## config.mk

```make
export PLATFORM = sky130hd
export DESIGN_NAME = booking_arbiter
export DESIGN_NICKNAME = d
export VERILOG_FILES = /design/src/rtl/booking_pkg.sv /design/src/rtl/booking_arbiter_rr_pick.sv /design/src/rtl/booking_arbiter.sv
export SDC_FILE = /design/constraint.sdc
export NUM_CORES = 1
export LEC_CHECK = 0
export ABC_CLOCK_PERIOD_IN_PS = 5300
export CELL_PAD_IN_SITES_DETAIL_PLACEMENT = 0
export CELL_PAD_IN_SITES_GLOBAL_PLACEMENT = 1
export CORE_MARGIN = 3
export CORE_UTILIZATION = 33
export DETAILED_ROUTE_END_ITERATION = 8
export PLACE_DENSITY_LB_ADDON = 0.1
export SETUP_SLACK_MARGIN = 0.3
export SKIP_LAST_GASP = 1
export SLEW_MARGIN = 20
export SYNTH_ARGS = -nofsm -noshare
export SYNTH_HDL_FRONTEND = slang
export SYNTH_SLANG_ARGS = --single-unit
export TNS_END_PERCENT = 100
```

## constraint.sdc

```tcl
create_clock -name clk -period 5.3 [get_ports clk]
set_clock_uncertainty 0.15 [all_clocks]
set_input_delay 1.06 -clock clk [delete_from_list [all_inputs] [get_ports clk]]
set_output_delay 1.06 -clock clk [all_outputs]
set_load 0.01 [all_outputs]
```

## src/rtl/booking_pkg.sv

```systemverilog
// booking_pkg: shared state enum, station/ticket limits, widths and request validity check
// Station codes: train 0 Chennai..Bengaluru = 0..4, train 1 New Delhi..Varanasi = 0..3.
package booking_pkg;
   typedef enum logic [1:0] {IDLE, ISSUE, WAIT, RESP} state_t;
   localparam int ST_W   = 3;
   localparam int TK_W   = 4;
   localparam int FARE_W = 10;
   localparam int RF_W   = 16;
   localparam logic [ST_W-1:0] MAX_STATION_T0 = 3'd4;
   localparam logic [ST_W-1:0] MAX_STATION_T1 = 3'd3;
   localparam logic [TK_W-1:0] MAX_TICKETS    = 4'd10;
   function automatic logic req_bad(logic train, logic [ST_W-1:0] src, logic [ST_W-1:0] dest,
                                    logic [TK_W-1:0] tk);
      return (src >= dest) || (dest > (train ? MAX_STATION_T1 : MAX_STATION_T0)) ||
             (tk == '0) || (tk > MAX_TICKETS);
   endfunction
endpackage

```

## src/rtl/booking_arbiter_rr_pick.sv

```systemverilog
// rr_pick: combinational round-robin picker, first set req_i bit at or after ptr_i (wrapping)
// Ports: req_i request vector, ptr_i priority pointer, gnt_o one-hot grant, idx_o grant index,
//        any_o at least one request.
module rr_pick #(
   parameter int N = 4
) (
   input  logic [N-1:0]         req_i,
   input  logic [$clog2(N)-1:0] ptr_i,
   output logic [N-1:0]         gnt_o,
   output logic [$clog2(N)-1:0] idx_o,
   output logic                 any_o
);
   localparam int IW = $clog2(N);
   always_comb begin
      gnt_o = '0;
      idx_o = '0;
      any_o = |req_i;
      // scan from the farthest offset back so the nearest one to ptr_i wins
      for (int i = N - 1; i >= 0; i--)
         if (req_i[(int'(ptr_i) + i) % N]) idx_o = IW'((int'(ptr_i) + i) % N);
      gnt_o[idx_o] = any_o;
   end
endmodule

```

## src/rtl/booking_arbiter.sv

```systemverilog
// booking_arbiter: round-robin share of one reservation core among NUM_REQ booking counters
// Ports: req_* per-counter request channel (valid/ready, train, src, dest, tickets);
//        core_* booking strobe + latched fields out, core results in;
//        resp_* one-hot result strobe and shared result bus; stat_* statistics.
// Macro BOOKING_ARB_STATS_EN enables the saturating grant/reject counters, else they read 0.
module booking_arbiter import booking_pkg::*; #(
   parameter int NUM_REQ   = 4,
   parameter int RESP_WAIT = 4
) (
   input  logic                  clk,
   input  logic                  rst,
   input  logic [NUM_REQ-1:0]    req_valid,
   output logic [NUM_REQ-1:0]    req_ready,
   input  logic [NUM_REQ-1:0]    req_train,
   input  logic [3*NUM_REQ-1:0]  req_src,
   input  logic [3*NUM_REQ-1:0]  req_dest,
   input  logic [4*NUM_REQ-1:0]  req_tickets,
   output logic                  core_book_req,
   output logic                  core_train_id,
   output logic [ST_W-1:0]       core_src,
   output logic [ST_W-1:0]       core_dest,
   output logic [TK_W-1:0]       core_num_tickets,
   input  logic                  core_success,
   input  logic [TK_W-1:0]       core_booked_count,
   input  logic [FARE_W-1:0]     core_fare,
   output logic [NUM_REQ-1:0]    resp_valid,
   output logic                  resp_success,
   output logic [TK_W-1:0]       resp_count,
   output logic [RF_W-1:0]       resp_fare,
   output logic [15:0]           stat_grants,
   output logic [15:0]           stat_rejects
);
   localparam int IW = $clog2(NUM_REQ);
   state_t          state_q;
   logic [IW-1:0]   rr_q, gidx_q, pidx;
   logic [NUM_REQ-1:0] pgnt;
   logic            pany;
   logic [3:0]      wcnt_q;
   logic            sel_train;
   logic [ST_W-1:0] sel_src, sel_dest;
   logic [TK_W-1:0] sel_tk;
   rr_pick #(.N(NUM_REQ)) u_pick (
      .req_i (req_valid),
      .ptr_i (rr_q),
      .gnt_o (pgnt),
      .idx_o (pidx),
      .any_o (pany)
   );
   assign req_ready = (state_q == IDLE) ? pgnt : '0;
   assign sel_train = req_train[pidx];
   assign sel_src   = req_src[int'(pidx)*3 +: 3];
   assign sel_dest  = req_dest[int'(pidx)*3 +: 3];
   assign sel_tk    = req_tickets[int'(pidx)*4 +: 4];
   always_ff @(posedge clk) begin
      if (rst) begin
         state_q          <= IDLE;
         rr_q             <= '0;
         gidx_q           <= '0;
         wcnt_q           <= '0;
         core_book_req    <= 1'b0;
         core_train_id    <= 1'b0;
         core_src         <= '0;
         core_dest        <= '0;
         core_num_tickets <= '0;
         resp_valid       <= '0;
         resp_success     <= 1'b0;
         resp_count       <= '0;
         resp_fare        <= '0;
      end else begin
         core_book_req <= 1'b0;
         resp_valid    <= '0;
         case (state_q)
            IDLE: if (pany) begin
               gidx_q           <= pidx;
               core_train_id    <= sel_train;
               core_src         <= sel_src;
               core_dest        <= sel_dest;
               core_num_tickets <= sel_tk;
               if (req_bad(sel_train, sel_src, sel_dest, sel_tk)) begin
                  state_q      <= RESP;
                  resp_valid   <= pgnt;
                  resp_success <= 1'b0;
                  resp_count   <= '0;
                  resp_fare    <= '0;
               end else begin
                  state_q       <= ISSUE;
                  core_book_req <= 1'b1;
               end
            end
            ISSUE: begin
               state_q <= WAIT;
               wcnt_q  <= 4'(RESP_WAIT - 1);
            end
            WAIT: if (wcnt_q == '0) begin
               state_q      <= RESP;
               resp_valid   <= NUM_REQ'(1) << gidx_q;
               resp_success <= core_success;
               resp_count   <= core_success ? core_booked_count : '0;
               resp_fare    <= core_success ? RF_W'(core_fare) * RF_W'(core_booked_count) : '0;
            end else begin
               wcnt_q <= wcnt_q - 4'd1;
            end
            RESP: begin
               state_q <= IDLE;
               rr_q    <= (int'(gidx_q) == NUM_REQ - 1) ? '0 : gidx_q + IW'(1);
            end
         endcase
      end
   end
`ifdef BOOKING_ARB_STATS_EN
   // resp_success already folds local rejects and core failures into a single 0
   always_ff @(posedge clk) begin
      if (rst) begin
         stat_grants  <= '0;
         stat_rejects <= '0;
      end else if (state_q == RESP) begin
         if (resp_success && stat_grants != 16'hFFFF) stat_grants <= stat_grants + 16'd1;
         if (!resp_success && stat_rejects != 16'hFFFF) stat_rejects <= stat_rejects + 16'd1;
      end
   end
`else
   assign stat_grants  = '0;
   assign stat_rejects = '0;
`endif
endmodule

```

Word-level counts from Yosys, hierarchy flattened
Cells that the tools add are included.
{ "classes": {"add_sub_neg": 5, "multipliers": 2, "magnitude_cmp": 9, "n_eq_ne": 8, "shift": 4, "mux": 47, "n_bitwise": 6, "reduce_logical": 18} }
{ "ops": {"columns": ["cell", "count"], "rows": [
  ["$mux W16", 3],
  ["$mux W4", 9],
  ["$pmux W16 S2", 1],
  ["$shiftx A12 B32 Y3", 1],
  ["$pmux W4 S2", 3],
  ["$mux W2", 8],
  ["$shiftx A16 B5 Y4", 1],
  ["$mul A10 B4 Y14", 1],
  ["$mux W14", 1],
  ["$mux W1", 13],
  ["$lt A3 B4 Y1 const B", 3],
  ["$shiftx A12 B5 Y3", 1],
  ["$bmux W1 S2", 5],
  ["$logic_not A4 Y1", 2],
  ["$pmux W2 S4", 1],
  ["$lt A2 B3 Y1 const B", 2],
  ["$ne A2 B2 Y1 const B", 3],
  ["$reduce_and A2 Y1", 3],
  ["$reduce_or A2 Y1", 3],
  ["$add A2 B1 Y2 const B", 2],
  ["$add A2 B2 Y2 const B", 2],
  ["$and A4 B4 Y4", 1],
  ["$eq A2 B1 Y1 const B", 2],
  ["$eq A2 B2 Y1 const B", 2],
  ["other kinds (20)", 26]
]} }
{ "totals": {"reg_bits": 47, "inputBits": 65, "out_inout_bits": 73, "elab_cells": 112} }

Longest topological paths before layout
Gate-level depths: netlist (run 1).
{ "logic_depth": {"word_depth": 20, "mapped_depth": 17, "ltp_nobuf": 15} }

By module
A second synthesis (run 1) with hierarchy kept.
{ "unflattened": {"hier_cells": 430, "hier_area_um2": 3883.7} }
{ "modules_own_cells": {"columns": ["module", "instances", "cells_each", "area_each_um2", "seq_area_each_um2"], "rows": [
  ["booking_arbiter", 1, 401, 3673.5, 900.9],
  ["rr_pick", 1, 29, 210.2, 0.0]
]} }

Worst setup path before layout (run 1)
Ideal clock, no wire load.
{ "synth_path": {"kind": "input to register", "from": "input port core_booked_count[3]", "to": "register resp_fare[12]", "arrival_time_ns": 4.355, "t_required_ns": 5.033, "slack_ns": 0.677, "path_stages": 16, "n_path_buf": 1, "cell_sequence": "clkbuf_1 -> and2_1 -> fa_1 -> inv_1 -> fa_1 -> inv_1 -> ha_1 -> nor2b_1 -> o21ai_0 -> a21boi_0 -> o21ai_0 -> a21o_1 -> a21boi_0 -> o21a_1 -> or3_1 -> a32o_1"} }
{ "synth_via": {"elab_chain_len": 4} }
{ "synth_lines": {"columns": ["item", "line", "rtl"], "rows": [
  ["start, declared", "booking_arbiter.sv:24", "input logic [TK_W-1:0] core_booked_count,"],
  ["$mul A10 B4 Y14", "booking_arbiter.sv:99", "resp_fare <= core_success ? RF_W'(core_fare) * RF_W'(core_booked_count) : '0;"],
  ["$mux W14", "booking_arbiter.sv:99", null],
  ["$mux W16", "booking_arbiter.sv:94", "WAIT: if (wcnt_q == '0) begin"],
  ["$pmux W16 S2", "booking_arbiter.sv:72", "case (state_q)"],
  ["end signal, assigned", "booking_arbiter.sv:99", null],
  ["end, declared", "booking_arbiter.sv:29", "output logic [RF_W-1:0] resp_fare,"]
]} }
Every way passes these cells. The select of a mux whose other input is x is not followed.
A chain may end at the register's enable or synchronous reset.

Worst setup path after layout (run 1)
{ "layout_path": {"from": "input port req_valid[0]", "to": "output port req_ready[2]"} }
{ "layout_via": {"elab_chain_len": 13} }
{ "layout_lines": {"columns": ["item", "line", "rtl"], "rows": [
  ["start, declared", "booking_arbiter.sv:12", "input logic [NUM_REQ-1:0] req_valid,"],
  ["$bmux W1 S2", "booking_arbiter_rr_pick.sv:20", "if (req_i[(int'(ptr_i) + i) % N]) idx_o = IW'((int'(ptr_i) + i) % N);"],
  ["$mux W1 (implied by the code) (2 in a row)", "booking_arbiter_rr_pick.sv:20", null],
  ["$mux W2 (4 in a row)", "booking_arbiter_rr_pick.sv:20", null],
  ["$lt A2 B3 Y1 (implied by the code) or $ge A2 B1 Y1 (tied branches)", "booking_arbiter_rr_pick.sv:21", "gnt_o[idx_o] = any_o;"],
  ["$logic_and A1 B1 Y1 (implied by the code)", "booking_arbiter_rr_pick.sv:21", null],
  ["$mux W1 (implied by the code)", "booking_arbiter_rr_pick.sv:21", null],
  ["$demux W1 S2", null, null],
  ["$and A4 B4 Y4 (no source line) *", null, null],
  ["$mux W4 *", "booking_arbiter.sv:49", "assign req_ready = (state_q == IDLE) ? pgnt : '0;"],
  ["end, declared", "booking_arbiter.sv:13", "output logic [NUM_REQ-1:0] req_ready,"]
]} }
Every way passes the cells marked *; elsewhere a longest branch is shown, timed or not. The select of a mux whose other input is x is not followed.

==> impl_metrics.csv, run 1 <==
group,metric,value,unit
power,p_total,1.79,mW
outcome,outcome,"completed",
floorplan,core_area,11500,um2
timing,setup_viol,0,
clock_network,cts_tree,"done",
timing,period_share,0.919,
global_routing,antenna_found_initial,0,
finish,area_growth,33.7,%
clock_network,cts.hold.buffers_added,0,
setup_path,crit_path_max_fanout,20,
setup_path,rr_worst_depth,13,
clock_network,cts_sinks,45,
clock_network,cts_max_path_buffers,2,
synth,synth-edff-count,0,
synth,yosysMostFrequentCell,"nand2_1",
routing,vias,3613,
synth,synthCells,488,
synth,ys_ff_latch,45,
timing,hold_viol_final,0,
synth,yosysUniqueCellTypes,55,
setup_path,cp.arrival,3.66,ns
clock_network,cts_root_buf,"clkbuf_16",
timing,fin_crit,4.87,ns
finish,nets,704,
global_routing,grt_max_degree,26,
power,ir_drop,0.145,mV
floorplan,die_y,115,um
synth,synth.avg_cell_area,8.06,um2
routing,drt_wl_total,10800,um
routing,drtAntennaViolNets,0,
setup_path,end_kind,"primary output",
synth,async_flop_share,0,
setup_path,rrSetupSlack,1.35,ns
finish,drive_above_1_share,0.0824,
setup_path,worstPathRequired,4.09,ns
timing,rsz0062_at_grt,"false",
setup_path,crit_path_end,"req_ready[2]",
setup_path,worstReg2RegStart,"rr_q[1]",
synth,yosysWarnings,0,
routing,wire_per_inst,14.7,um
clock_network,cts.htree.levels,2,
setup_path,worstSetupStartpointType,"input pin",
routing,drt_first_pass_iters,4,
floorplan,ioPinCount,138,
worst_hold_path,hold_path_class,"reg2reg",
global_routing,track_usage,0.162,
placed_design,dp.cells,728,
floorplan,die_w,115,um
synth,ys_top_cells_by_area,"dfxtp_1 (23%), ha_1 (9.2%), fa_1 (8.1%)",
synth,ys_seq_area_frac,0.229,
routing,viasPerCell,4.90,
global_routing,first_global_vias,3503,
power,p_leak,2.26,nW
timing,fmax,0.205,GHz
setup_path,critPathLaunch,"req_valid[0]",
floorplan,dieArea,13300,um2
global_routing,grt_pass1_wl,17400,um
timing,worstMarginPinSlew,0.573,ns
clock_network,cts_buffers,5,
timing,finalMaxSlewViolations,0,
finish,final_cells,738,
synth,yosysTopAreaCell,"dfxtp_1",
setup_path,r2r-end,"resp_fare[0]",
floorplan,initial_core_util,0.342,
placed_design,gp_congestion,0.837,
placed_design,hpwl,8690,um
setup_path,worstSetupPathType,"in2out",
synth,synth_top_area_frac,0.229,
job,maxCapViolations,0,
timing,whs,0.306,ns
timing,slew-limit-headroom,0.617,
finish,diodes,0,
clock_network,clkTransAtPathRegs,0.07,ns
synth,synth_ff_type,"dfxtp_1",
global_routing,grt_overflow,0,
routing,route.detailed.drc,0,
clock_network,clock_latency,0.29,ns
power,power_density,340,nW/um2
placed_design,numPortBuffers,103,
routing,drt_iter0_markers,213,
synth,synth_common_cells,"nand2_1 (75), dfxtp_1 (45), inv_1 (35), buf_4 (34), ha_1 (29)",
floorplan,rows,39,
synth,synthesis.area,3940,um2
state kept, by name (all words and copies together) (netlist names), 2 cells and up:
signal            flops
core_dest             3
core_num_tickets      4
core_src              3
gidx_q                2
resp_count            4
resp_fare            14
resp_valid            4
rr_q                  2
state_q               2
wcnt_q                4
how the worst min path moves through the flow:
stage	from	endpoint	slack (ns)	cells past startpoint
2_1_floorplan	wcnt_q[2]	wcnt_q[2]	0.30	2
3_3_place_gp	core_train_id	core_train_id	0.29	2
3_5_place_dp	resp_success	resp_success	0.29	1
4_1_cts	core_train_id	core_train_id	0.31	2
5_1_grt	resp_fare[0]	resp_fare[0]	0.33	1
6_report	core_train_id	core_train_id	0.31	2
worst max-delay path, stage by stage:
cell	delay (ns)
clkdlybuf4s50_1	0.52
nor2b_2	0.40
or4b_4	0.32
nand2_1	0.12
buf_4	0.20
nor3_1	0.40
clkdlybuf4s50_1	0.63
logic make-up after synthesis:
family	share of synthesized area
AND/OR/NAND/NOR	0.252
AO/OA/AOI/OAI	0.184
buffers and inverters	0.133
adder cells (fa/ha/maj)	0.174
flip-flops	0.229
XOR/XNOR	0.0178
multiplexers	0.0102
other	0.000953
stage by stage:
step	cell area (um2)	utilization	setup TNS [ns]	setup WS, ns
global placement	5030	0.436	0	0.0286
CTS	5230	0.454	0	0.312
global route	5260	0.457	0	0.295
floorplan	4060	-	0	0.677
detailed placement	5030	0.436	-0.354	-0.0675
finish	5260	0.457	0	0.430
final cells by class:
class | count | area (um2)
multi-input cells | 384 | 2680
clock inverters | 2 | 38.8
fillers | 1172 | 6250
flip-flops and latches | 45 | 901
repair buffers | 123 | 1210
inverters | 35 | 131
clock buffers | 6 | 129
well taps | 143 | 179
per-layer routing:
layer / wire length, um / GRT usage / vias to the layer above
met5: 0 / 0 / -
met4: 157 / 0.0391 / 0
met3: 675 / 0.0337 / 11
met2: 5060 / 0.277 / 119
met1: 4930 / 0.208 / 1660
li1: - / - / 1823
timing repair:
item                                    CTS  global route
gates resized for setup                   3            10
pin swaps                                 0             2
endpoints found under the setup margin   18            23
buffers inserted                          1             1
gates cloned                              0             0
hold endpoints to repair                  0             0
report_power, final:
group,switching [mW],internal [mW],total [mW]
registers,0.0564,0.415,0.472
logic,0.513,0.447,0.960
clock network,0.136,0.224,0.359
total,0.705,1.09,1.79
cells in the final DEF, fill, tap and decap left out, types with 18 or more instances in the layout:
| cell | synthesis | routed |
|---|---|---|
| a21oi_1 | 27 | 26 |
| conb_1 | 1 | 34 |
| clkdlybuf4s50_1 | 0 | 103 |
| inv_1 | 35 | 35 |
| dfxtp_1 | 45 | 45 |
| ha_1 | 29 | 29 |
| buf_4 | 34 | 18 |
| and2_1 | 18 | 18 |
| nand2_1 | 75 | 75 |
| nand3_1 | 18 | 18 |
| nor2_1 | 22 | 21 |
Power figures use the tool's default switching activity.
==> inputs of run 2 (changes only) <==
--- a/config.mk
+++ b/config.mk
@@ -9,7 +9,7 @@
 export CELL_PAD_IN_SITES_DETAIL_PLACEMENT = 0
 export CELL_PAD_IN_SITES_GLOBAL_PLACEMENT = 1
 export CORE_MARGIN = 3
-export CORE_UTILIZATION = 33
+export CORE_UTILIZATION = 34
 export DETAILED_ROUTE_END_ITERATION = 8
 export PLACE_DENSITY_LB_ADDON = 0.1
 export SETUP_SLACK_MARGIN = 0.3
@@ -17,5 +17,6 @@
 export SLEW_MARGIN = 20
 export SYNTH_ARGS = -nofsm -noshare
 export SYNTH_HDL_FRONTEND = slang
+export SYNTH_HIERARCHICAL = 1
 export SYNTH_SLANG_ARGS = --single-unit
 export TNS_END_PERCENT = 100
==> run 2 against run 1 <==
Compared with the run above:
- power fell by 8.3%
- worst hold slack got worse by 0.0021 ns
- global-route usage fell by 1.4 points
- area after synthesis fell by 1.3%
- count of clock-buffer cells in the layout fell by 1
- sequential power fell by 3%
- sequential share of layout area rose by 0.59 points
- non-clock buffer count fell by 12
- wire length fell by 10%
- cell count fell by 9.1%
- critical path depth rose by 6
- cell area fell by 3.3%
- largest power group unchanged
==> impl_metrics.csv, run 2 <==
group,metric,value,unit
timing,setup-tns-final,0,ns
setup_path,worstSetupPathType,"in2reg",
synth,ys_ff_latch,45,
finish,final_cells,671,
floorplan,die_y,113,um
synth,synth_ff_type,"dfxtp_1",
setup_path,end_kind,"flip-flop",
synth,yosysUniqueCellTypes,60,
timing,slew-limit-headroom,0.505,
synth,ys_top_cells_by_area,"dfxtp_1 (23%), ha_1 (11%), fa_1 (8.2%)",
global_routing,antenna_found_initial,0,
clock_network,cts.htree.levels,2,
floorplan,dieArea,12700,um2
global_routing,first_global_vias,3130,
synth,synth-simple-area-share,0.180,
setup_path,worstReg2RegStart,"rr_q[1]",
timing,rsz0062_at_grt,"false",
synth,synth-edff-count,0,
finish,area_growth,31.0,%
clock_network,cts_max_path_buffers,2,
setup_path,worstSetupStartpointType,"input pin",
synth,yosysMostFrequentCell,"dfxtp_1",
power,p_int,1.00,mW
timing,fin_ws,0.525,ns
synth,yosysWarnings,6,
global_routing,track_usage,0.148,
global_routing,grt_overflow,0,
synth,synth_common_cells,"dfxtp_1 (45), nand2_1 (43), inv_1 (41), and2_1 (34), buf_4 (34)",
power,sequentialPowerShare,0.279,
floorplan,ioPinCount,138,
synth,synthMuxAreaShare,0.0802,
synth,synthXorXnorAreaFrac,0.0203,
floorplan,initial_core_util,0.354,
synth,synth_top_family_by_area,"adder cells",
synth,synthesis.area,3880,um2
synth,synth_compound_area_frac,0.164,
timing,setup_viol,0,
timing,whs,0.304,ns
timing,worstMarginPinSlew,0.735,ns
clock_network,cts_tree,"done",
timing,hold_viol_final,0,
power,power.switching,0.641,mW
placed_design,numPortBuffers,103,
floorplan,core_area,11000,um2
global_routing,grt_pass1_wl,15300,um
clock_network,cts_buffers,5,
outcome,outcome,"completed",
finish,largest_reg_flops,14,
synth,synthCells,430,
power,p_leak,2.21,nW
routing,drt_iter0_markers,160,
placed_design,gp_congestion,0.791,
timing,fin_crit,4.78,ns
worst_hold_path,min_path_cells,2,
finish,layout_common_cells,"clkdlybuf4s50_1 (103), dfxtp_1 (45), nand2_1 (43)",
routing,vias,3238,
worst_hold_path,hold_end,"core_src[2]",
floorplan,die_w,113,um
clock_network,clkTransAtPathRegs,0.07,ns
worst_hold_path,hold_path_startpoint,"core_src[2]",
setup_path,rrSetupSlack,1.20,ns
clock_network,cts_sinks,45,
placed_design,dpl_cell_area,4900,um2
synth,synthAdderAreaFrac,0.189,
floorplan,rows,38,
synth,async_flop_share,0,
power,power_density,323,nW/um2
setup_path,r2r-end,"resp_fare[0]",
timing,period_share,0.901,
synth,synth.avg_cell_area,9.03,um2
routing,wire_per_inst,14.4,um
routing,viasPerCell,4.83,
synth,ys_seq_area_frac,0.232,
finish,final_common_cell,"clkdlybuf4s50_1",
setup_path,crit_path_max_fanout,19,
power,ir_drop,0.148,mV
power,clkPwrFrac,0.191,
setup_path,rr_worst_depth,13,
finish,drive_above_1_share,0.0678,
finish,nets,644,
finish,fin_area,5090,um2
synth,synth_top_area_frac,0.232,
timing,finalMaxSlewViolations,0,
power,swShare,0.390,
routing,drt_wl_total,9690,um
placed_design,hpwl,8000,um
global_routing,grt_max_degree,27,
routing,route.detailed.drc,0,
power,comb_power_share,0.529,
timing,fmax,0.209,GHz
setup_path,cp.arrival,4.81,ns
worst_hold_path,hold_path_class,"reg2reg",
placed_design,dp.cells,661,
routing,drtAntennaViolNets,0,
job,maxCapViolations,0,
placed_design,place_ws,0.0935,ns
clock_network,clock_latency,0.29,ns
synth,yosysTopAreaCell,"dfxtp_1",
finish,diodes,0,
finish,largest_register,"resp_fare",
routing,drt_first_pass_iters,4,
setup_path,worstPathRequired,5.34,ns
clock_network,cts_root_buf,"clkbuf_16",
run 2: how the worst max path moves through the flow:
stage                         startpoint             to  slack, ns  cells past startpoint
floorplan           core_booked_count[3]  resp_fare[11]       0.91                     13
global placement            req_valid[3]   resp_fare[0]       0.19                     12
detailed placement          req_valid[3]   resp_fare[0]       0.09                     13
CTS                         req_valid[3]   resp_fare[0]       0.38                     13
global route                req_valid[2]  resp_count[1]       0.32                     14
finish                      req_valid[3]   resp_fare[0]       0.52                     13
run 2: per-stage QoR:
step | utilization | total power [mW]
2_1_floorplan | - | 1.05
6_report | 0.463 | 1.64
4_1_cts | 0.460 | 1.64
5_1_grt | 0.463 | 1.78
3_5_place_dp | 0.446 | 1.32
3_3_place_gp | 0.446 | 1.32
run 2: timing repair:
action	4_1_cts	5_1_grt
hold buffers	0	0
setup endpoints to repair	0	19
resized for setup	0	0
setup buffers	0	2
run 2: cell families after synthesis:
family / count (synthesis)
other cells: 1
flops: 45
fa+ha+maj: 49
buf+inv: 93
compound gates: 85
xor+xnor: 9
simple gates: 134
mux: 14
run 2: per-layer routing:
metal  track usage  wire length (um)  part of all wire  vias to the layer above
met5             0                 0                 0                        -
met4        0.0369               119             0.012                        0
met3        0.0198               418             0.043                        8
met2         0.266              4940              0.51                       85
met1         0.187              4210              0.43                     1537
li1              -                 -                 -                     1608
run 2: area by class of cell:
class | instances | area (um2)
Multi-Input combinational cell | 325 | 2590
Inverter | 42 | 158
Fill cell | 1070 | 5900
Timing Repair Buffer | 111 | 1120
Clock inverter | 3 | 25.0
Clock buffer | 5 | 125
Sequential cell | 45 | 901
Tap cell | 140 | 175
run 2: power groups by stage:
stage          Combinational, mW  Clock, mW  Sequential [mW]
2_1_floorplan              0.575          0            0.480
3_3_place_gp               0.849          0            0.467
3_5_place_dp               0.856          0            0.468
4_1_cts                    0.859      0.324            0.461
5_1_grt                    0.971      0.337            0.470
6_report                   0.869      0.314            0.459
run 2: worst max-delay path, cell delays in order:
cell             delay, ns
clkdlybuf4s50_1       0.64
o21bai_1              0.12
a221oi_2              0.22
buf_4                 0.27
mux4_1                0.66
inv_1                 0.09
ha_1                  0.24
a211oi_1              0.23
o221ai_1              0.19
or4_4                 0.49
nor4b_4               0.16
buf_12                0.19
a32o_2                0.25
